[src/rtl/mul_div_sequencer.sv]
// mul_div_sequencer: stalls the front end while the multi-cycle mul/div unit
// works, pulses unitStart/unitAbort, and flags the cycle the result is final.
// Optional feature: define MUL_DIV_DIV_ZERO_FASTPATH_EN to resolve divide-by-zero
// in the acceptance cycle without starting the unit.
// State advances on the falling clock edge, in step with the pipeline registers.
module mul_div_sequencer #(
    parameter int MUL_LATENCY = 3,
    parameter int DIV_LATENCY = 34
) (
    input  logic        clk,
    input  logic        rst,
    input  logic        isMulDiv,
    input  logic [2:0]  mulDivCode,
    input  logic [31:0] op2,
    input  logic        flush,
    output logic        isStructureStall,
    output logic        unitStart,
    output logic        unitAbort,
    output logic        resultValid,
    output logic        busy,
    output logic        divZeroFast
);

    typedef enum logic [1:0] {IDLE, BUSY, DONE} state_t;

    localparam logic [5:0] MUL_N = 6'(MUL_LATENCY);
    localparam logic [5:0] DIV_N = 6'(DIV_LATENCY);

    state_t     state_q, state_d;
    logic [5:0] cnt_q, cnt_d;
    logic [5:0] lat_n;
    logic       fast_hit;

`ifdef MUL_DIV_DIV_ZERO_FASTPATH_EN
    // Divide by zero needs no iterations: the datapath picks all-ones or op1.
    assign fast_hit = isMulDiv && !flush && mulDivCode[2] && (op2 == 32'd0);
`else
    logic unused_op2;
    assign fast_hit   = 1'b0;
    assign unused_op2 = ^op2;
`endif

    // Latency is chosen from the op class present at acceptance only.
    assign lat_n = mulDivCode[2] ? DIV_N : MUL_N;

    // State register and countdown, cleared asynchronously by reset.
    always_ff @(negedge clk or negedge rst) begin
        if (!rst) begin
            state_q <= IDLE;
            cnt_q   <= 6'd0;
        end else begin
            state_q <= state_d;
            cnt_q   <= cnt_d;
        end
    end

    // Next-state and handshake outputs; reset holds every output low.
    always_comb begin
        state_d          = state_q;
        cnt_d            = cnt_q;
        isStructureStall = 1'b0;
        unitStart        = 1'b0;
        unitAbort        = 1'b0;
        resultValid      = 1'b0;
        busy             = 1'b0;
        divZeroFast      = 1'b0;
        case (state_q)
            IDLE: begin
                if (fast_hit) begin
                    divZeroFast = 1'b1;
                    resultValid = 1'b1;
                end else if (isMulDiv && !flush) begin
                    unitStart        = 1'b1;
                    isStructureStall = 1'b1;
                    if (lat_n <= 6'd1) begin
                        state_d = DONE;
                        cnt_d   = 6'd0;
                    end else begin
                        state_d = BUSY;
                        cnt_d   = lat_n - 6'd1;
                    end
                end
            end
            BUSY: begin
                busy = 1'b1;
                if (flush) begin
                    unitAbort = 1'b1;
                    state_d   = IDLE;
                    cnt_d     = 6'd0;
                end else begin
                    isStructureStall = 1'b1;
                    cnt_d            = cnt_q - 6'd1;
                    if (cnt_q <= 6'd1) begin
                        state_d = DONE;
                        cnt_d   = 6'd0;
                    end
                end
            end
            DONE: begin
                busy    = 1'b1;
                state_d = IDLE;
                cnt_d   = 6'd0;
                if (flush) unitAbort = 1'b1;
                else       resultValid = 1'b1;
            end
            default: begin
                state_d = IDLE;
                cnt_d   = 6'd0;
            end
        endcase
        if (!rst) begin
            isStructureStall = 1'b0;
            unitStart        = 1'b0;
            unitAbort        = 1'b0;
            resultValid      = 1'b0;
            busy             = 1'b0;
            divZeroFast      = 1'b0;
        end
    end

endmodule

[config.mk]
export PLATFORM = sky130hd
export DESIGN_NAME = mul_div_sequencer
export DESIGN_NICKNAME = d
export VERILOG_FILES = /design/src/rtl/mul_div_sequencer.sv
export SDC_FILE = /design/constraint.sdc
export NUM_CORES = 1
export LEC_CHECK = 0
export ABC_CLOCK_PERIOD_IN_PS = 4110
export BUFFER_PORTS_ARGS = -buffer_cell sky130_fd_sc_hd__buf_2
export CAP_MARGIN = 0
export CORE_UTILIZATION = 25
export CTS_CLUSTER_DIAMETER = 100
export CTS_CLUSTER_SIZE = 40
export DETAILED_ROUTE_END_ITERATION = 7
export MAX_ROUTING_LAYER = met4
export SLEW_MARGIN = 10
export SYNTH_ARGS = -nofsm -noshare
export SYNTH_HDL_FRONTEND = slang
export SYNTH_SLANG_ARGS = --single-unit
export TNS_END_PERCENT = 5
[constraint.sdc]
create_clock -name clk -period 4.11 [get_ports clk]
set_clock_uncertainty 0.15 [all_clocks]
set_input_delay 0.2055 -clock clk [delete_from_list [all_inputs] [get_ports clk]]
set_output_delay 0.2055 -clock clk [all_outputs]
set_load 0.02 [all_outputs]
==> run_summary.xml <==
<?xml version="1.0" encoding="UTF-8"?>
<metrics>
  <group name="status">
    <metric name="run_status" unit="">finished clean</metric>
  </group>
  <group name="routing">
    <metric name="routed_antenna_nets" unit="">0</metric>
    <metric name="detailedRoute.firstPassIterationCount" unit="">4</metric>
    <metric name="viasPerCell" unit="">4.93</metric>
    <metric name="first_iter_violations" unit="">15</metric>
    <metric name="vias" unit="">527</metric>
    <metric name="drcViolationCount" unit="">0</metric>
    <metric name="routed_wirelength" unit="mm">1.31</metric>
    <metric name="detail_route.wl_per_cell" unit="um">12.3</metric>
  </group>
  <group name="flow_run">
    <metric name="timing.max_cap.violations" unit="">0</metric>
  </group>
  <group name="synthesis">
    <metric name="synth_top_area_frac" unit="">0.333</metric>
    <metric name="synth_seq_area_share" unit="">0.333</metric>
    <metric name="synth_cell_types" unit="">31</metric>
    <metric name="post_synth_mux_area_share" unit="">0</metric>
    <metric name="yosysMostFrequentCell" unit="">sky130_fd_sc_hd__dfrtn_1</metric>
    <metric name="ys.flop_type" unit="">sky130_fd_sc_hd__dfrtn_1</metric>
    <metric name="synth_simple_gate_area_frac" unit="">0.279</metric>
    <metric name="netlist_top_cells_area" unit="">sky130_fd_sc_hd__dfrtn_1, sky130_fd_sc_hd__ha_1, sky130_fd_sc_hd__o21ai_0, sky130_fd_sc_hd__nand2b_1, sky130_fd_sc_hd__a21o_1</metric>
    <metric name="synth_xor_area_frac" unit="">0</metric>
    <metric name="synth_enable_flop_cells" unit="">0</metric>
    <metric name="yosys_warnings" unit="">0</metric>
    <metric name="synth_top_family_by_area" unit="">simple AND/OR/NAND/NOR gates</metric>
    <metric name="per_instance_average_area_after_synthesis" unit="um2">8.70</metric>
    <metric name="async_s_r_ff_share_synth" unit="">1.00</metric>
    <metric name="synth.top_cells.by_count" unit="">sky130_fd_sc_hd__dfrtn_1, sky130_fd_sc_hd__o21ai_0, sky130_fd_sc_hd__ha_1, sky130_fd_sc_hd__inv_1, sky130_fd_sc_hd__nand2_1</metric>
    <metric name="synth-compound-area-share" unit="">0.221</metric>
    <metric name="synth_nets" unit="">113</metric>
    <metric name="synth-seq-cells" unit="">8</metric>
    <metric name="count_of_mapped_cells_out_of_synthesis" unit="">69</metric>
    <metric name="fraction_of_the_mapped_netlist_area_in_adder_cells" unit="">0.104</metric>
    <metric name="synthesis.area" unit="um2">601</metric>
    <metric name="post-synth-top-area-cell" unit="">sky130_fd_sc_hd__dfrtn_1</metric>
  </group>
  <group name="grt">
    <metric name="number_of_global_route_vias_before_repair" unit="">476</metric>
    <metric name="grtUsageTotal" unit="">0.120</metric>
    <metric name="gr-total-overflow" unit="">0</metric>
    <metric name="grt_first_pass_wirelength" unit="mm">2.17</metric>
    <metric name="grt_max_degree" unit="">14</metric>
    <metric name="initial_antenna_violation_count" unit="">0</metric>
  </group>
  <group name="cells_and_area">
    <metric name="fraction_of_final_layout_cells_with_drive_strength_greater_than_1" unit="">0.190</metric>
    <metric name="num-fill-cells" unit="">245</metric>
    <metric name="antennaDiodeCount" unit="">0</metric>
    <metric name="areaGrowthSynthToFinish" unit="%">15.0</metric>
    <metric name="layout.cells.non_filler" unit="">107</metric>
    <metric name="final_core_utilization" unit="">0.309</metric>
    <metric name="register_area" unit="um2">200</metric>
    <metric name="nNetsFinal" unit="">125</metric>
    <metric name="multi_input_comb_area" unit="um2">369</metric>
  </group>
  <group name="clock_network">
    <metric name="tritoncts_num_sinks" unit="">8</metric>
    <metric name="cts_hold_repair.buffers" unit="">0</metric>
    <metric name="cts_tree" unit="">yes</metric>
    <metric name="cts_resized" unit="">0</metric>
    <metric name="postCtsSetupRepairBufs" unit="">0</metric>
    <metric name="worstSkewPairLatency" unit="ps">270</metric>
    <metric name="cts_made_buffers" unit="">3</metric>
    <metric name="h_tree_lvls" unit="">1</metric>
    <metric name="clock_pin_slew_worst_setup_and_hold_paths" unit="ps">50</metric>
    <metric name="root_buffer" unit="">sky130_fd_sc_hd__clkbuf_4</metric>
    <metric name="maximum_clock_path_buffer_count" unit="">2</metric>
  </group>
  <group name="power">
    <metric name="power_density" unit="mW/mm2">648</metric>
    <metric name="worst_ir_drop_vdd" unit="mV">0.260</metric>
    <metric name="power_leakage" unit="nW">0.354</metric>
    <metric name="totalPowerFinal" unit="uW">448</metric>
  </group>
  <group name="critical_path">
    <metric name="critPathMaxStageDelay" unit="ps">440</metric>
    <metric name="critPathMaxFanout" unit="">11</metric>
    <metric name="worstSetupPathType" unit="">flop to primary output</metric>
    <metric name="critical_path_arrival" unit="ps">3620</metric>
    <metric name="timing.critical_path.from_type" unit="">flop</metric>
    <metric name="timing.critical_path.slowest_stage_cell" unit="">sky130_fd_sc_hd__dfrtn_1</metric>
    <metric name="required" unit="ps">3750</metric>
    <metric name="worstSetupEndpointType" unit="">primary output</metric>
    <metric name="worstPathCellList" unit="">inv_1 -&gt; ha_2 -&gt; and4b_1 -&gt; a21o_1 -&gt; buf_2</metric>
  </group>
  <group name="die">
    <metric name="top_level_ports" unit="">45</metric>
    <metric name="die-area" unit="mm2">0.00260</metric>
    <metric name="starting_density_of_the_core" unit="">0.269</metric>
    <metric name="core_area" unit="mm2">0.00223</metric>
    <metric name="die_x_extent" unit="um">51.0</metric>
    <metric name="fp.dieH" unit="um">51.0</metric>
    <metric name="core.rowCount" unit="">17</metric>
  </group>
  <group name="timing">
    <metric name="endpoints_failing_hold" unit="">0</metric>
    <metric name="unrepaired_setup_endpoints_after_global_routing" unit="">false</metric>
    <metric name="worst-slew-pin-transition" unit="ps">554</metric>
    <metric name="final-max-slew-violation-count" unit="">0</metric>
    <metric name="finalSetupTns" unit="ps">0</metric>
    <metric name="holdWs" unit="ps">361</metric>
    <metric name="final-setup-viol-count" unit="">0</metric>
    <metric name="max_slew_margin" unit="">0.625</metric>
  </group>
  <group name="place">
    <metric name="io_buffer_count" unit="">9</metric>
    <metric name="globalplace.congestion" unit="">0.780</metric>
    <metric name="dp_hpwl" unit="mm">1.02</metric>
    <metric name="numPlacedInstances" unit="">104</metric>
  </group>
  <group name="min_path">
    <metric name="worst_hold_path_type" unit="">flop to flop</metric>
  </group>
</metrics>
[through the flow]
step	worst slack, ps	instance area, um2
final	130	691
after global routing	57.7	691
after CTS	24.5	688
after detailed placement	319	666
after global placement	356	666
after floorplan	370	601
[registers in the layout, summed over array words and instances, names as in the netlist]
signal   cells
state_q      2
cnt_q        6
[cell usage in the layout (no fill, tap or decap)]
| cell type | instances |
|---|---|
| sky130_fd_sc_hd__dfrtn_1 | 8 |
| sky130_fd_sc_hd__o31ai_1 | 2 |
| sky130_fd_sc_hd__or3_4 | 1 |
| sky130_fd_sc_hd__a32o_1 | 1 |
| sky130_fd_sc_hd__buf_2 | 9 |
| sky130_fd_sc_hd__ha_2 | 1 |
| sky130_fd_sc_hd__o211ai_1 | 1 |
| sky130_fd_sc_hd__o31a_1 | 1 |
| sky130_fd_sc_hd__o21ai_0 | 6 |
| sky130_fd_sc_hd__ha_1 | 4 |
| sky130_fd_sc_hd__nand3b_1 | 1 |
| sky130_fd_sc_hd__inv_1 | 5 |
| sky130_fd_sc_hd__and3_1 | 1 |
| sky130_fd_sc_hd__and2_1 | 2 |
| sky130_fd_sc_hd__nand3_1 | 2 |
| sky130_fd_sc_hd__nor3_1 | 2 |
| sky130_fd_sc_hd__or3_1 | 1 |
| sky130_fd_sc_hd__and4b_1 | 1 |
| sky130_fd_sc_hd__nand4b_1 | 1 |
| sky130_fd_sc_hd__a31o_1 | 1 |
| sky130_fd_sc_hd__nand2b_1 | 4 |
| sky130_fd_sc_hd__and3b_1 | 1 |
| sky130_fd_sc_hd__a21oi_1 | 3 |
| sky130_fd_sc_hd__conb_1 | 1 |
| sky130_fd_sc_hd__nand2_1 | 5 |
| sky130_fd_sc_hd__nor2b_1 | 1 |
| sky130_fd_sc_hd__o311ai_1 | 1 |
| sky130_fd_sc_hd__and2_2 | 1 |
| sky130_fd_sc_hd__clkbuf_4 | 3 |
| sky130_fd_sc_hd__nor2_1 | 3 |
| sky130_fd_sc_hd__o22ai_1 | 1 |
| sky130_fd_sc_hd__and2b_1 | 1 |
| sky130_fd_sc_hd__a21o_1 | 3 |
[cell families (layout without fill, tap and decap cells)]
kind of cell               Yosys count  in the layout
other                                1              1
DFF                                  8              8
and+or+nand+nor                     28             28
AOI/OAI and AO/OA                   20             20
adders and majority gates            5              5
buffers and inverters                7             17
[area by class of cell]
| class | count | share of cell area |
|---|---|---|
| Tap cell | 28 | 0.0507 |
| Multi-Input combinational cell | 54 | 0.534 |
| Clock buffer | 3 | 0.0326 |
| Timing Repair Buffer | 9 | 0.0652 |
| Inverter | 5 | 0.0272 |
| Sequential cell | 8 | 0.290 |
[report_power, final]
part | leakage [nW] | switching (mW) | internal [mW]
Sequential | 0.107 | 0.0299 | 0.109
Combinational | 0.233 | 0.143 | 0.102
Clock | 0.0138 | 0.0298 | 0.0336
[critical path, delay by kind of cell (launching register included)]
| family | cells | cell delay, ps |
|---|---|---|
| fa+ha+maj | 1 | 240 |
| compound gates | 1 | 150 |
| simple gates | 1 | 230 |
| buf+inv | 2 | 230 |
| flops | 1 | 440 |
[metal layers]
layer / part of all wire / track usage
met5: 0 / -
met4: 0.014 / 0.0694
met3: 0.036 / 0.0268
met2: 0.45 / 0.169
met1: 0.50 / 0.155
[worst paths after layout]
check,startpoint,endpoint,slack (ps),depth (start not counted)
min,state_q[0],state_q[0],360,2
min in group asynchronous,rst,state_q[1],1590,1
min reg2reg,state_q[0],state_q[0],360,2
max reg2reg,cnt_q[2],cnt_q[5],2180,4
max,state_q[1],isStructureStall,130,5
max in group asynchronous,rst,cnt_q[1],1980,1
(Power assumes the default switching activity.)
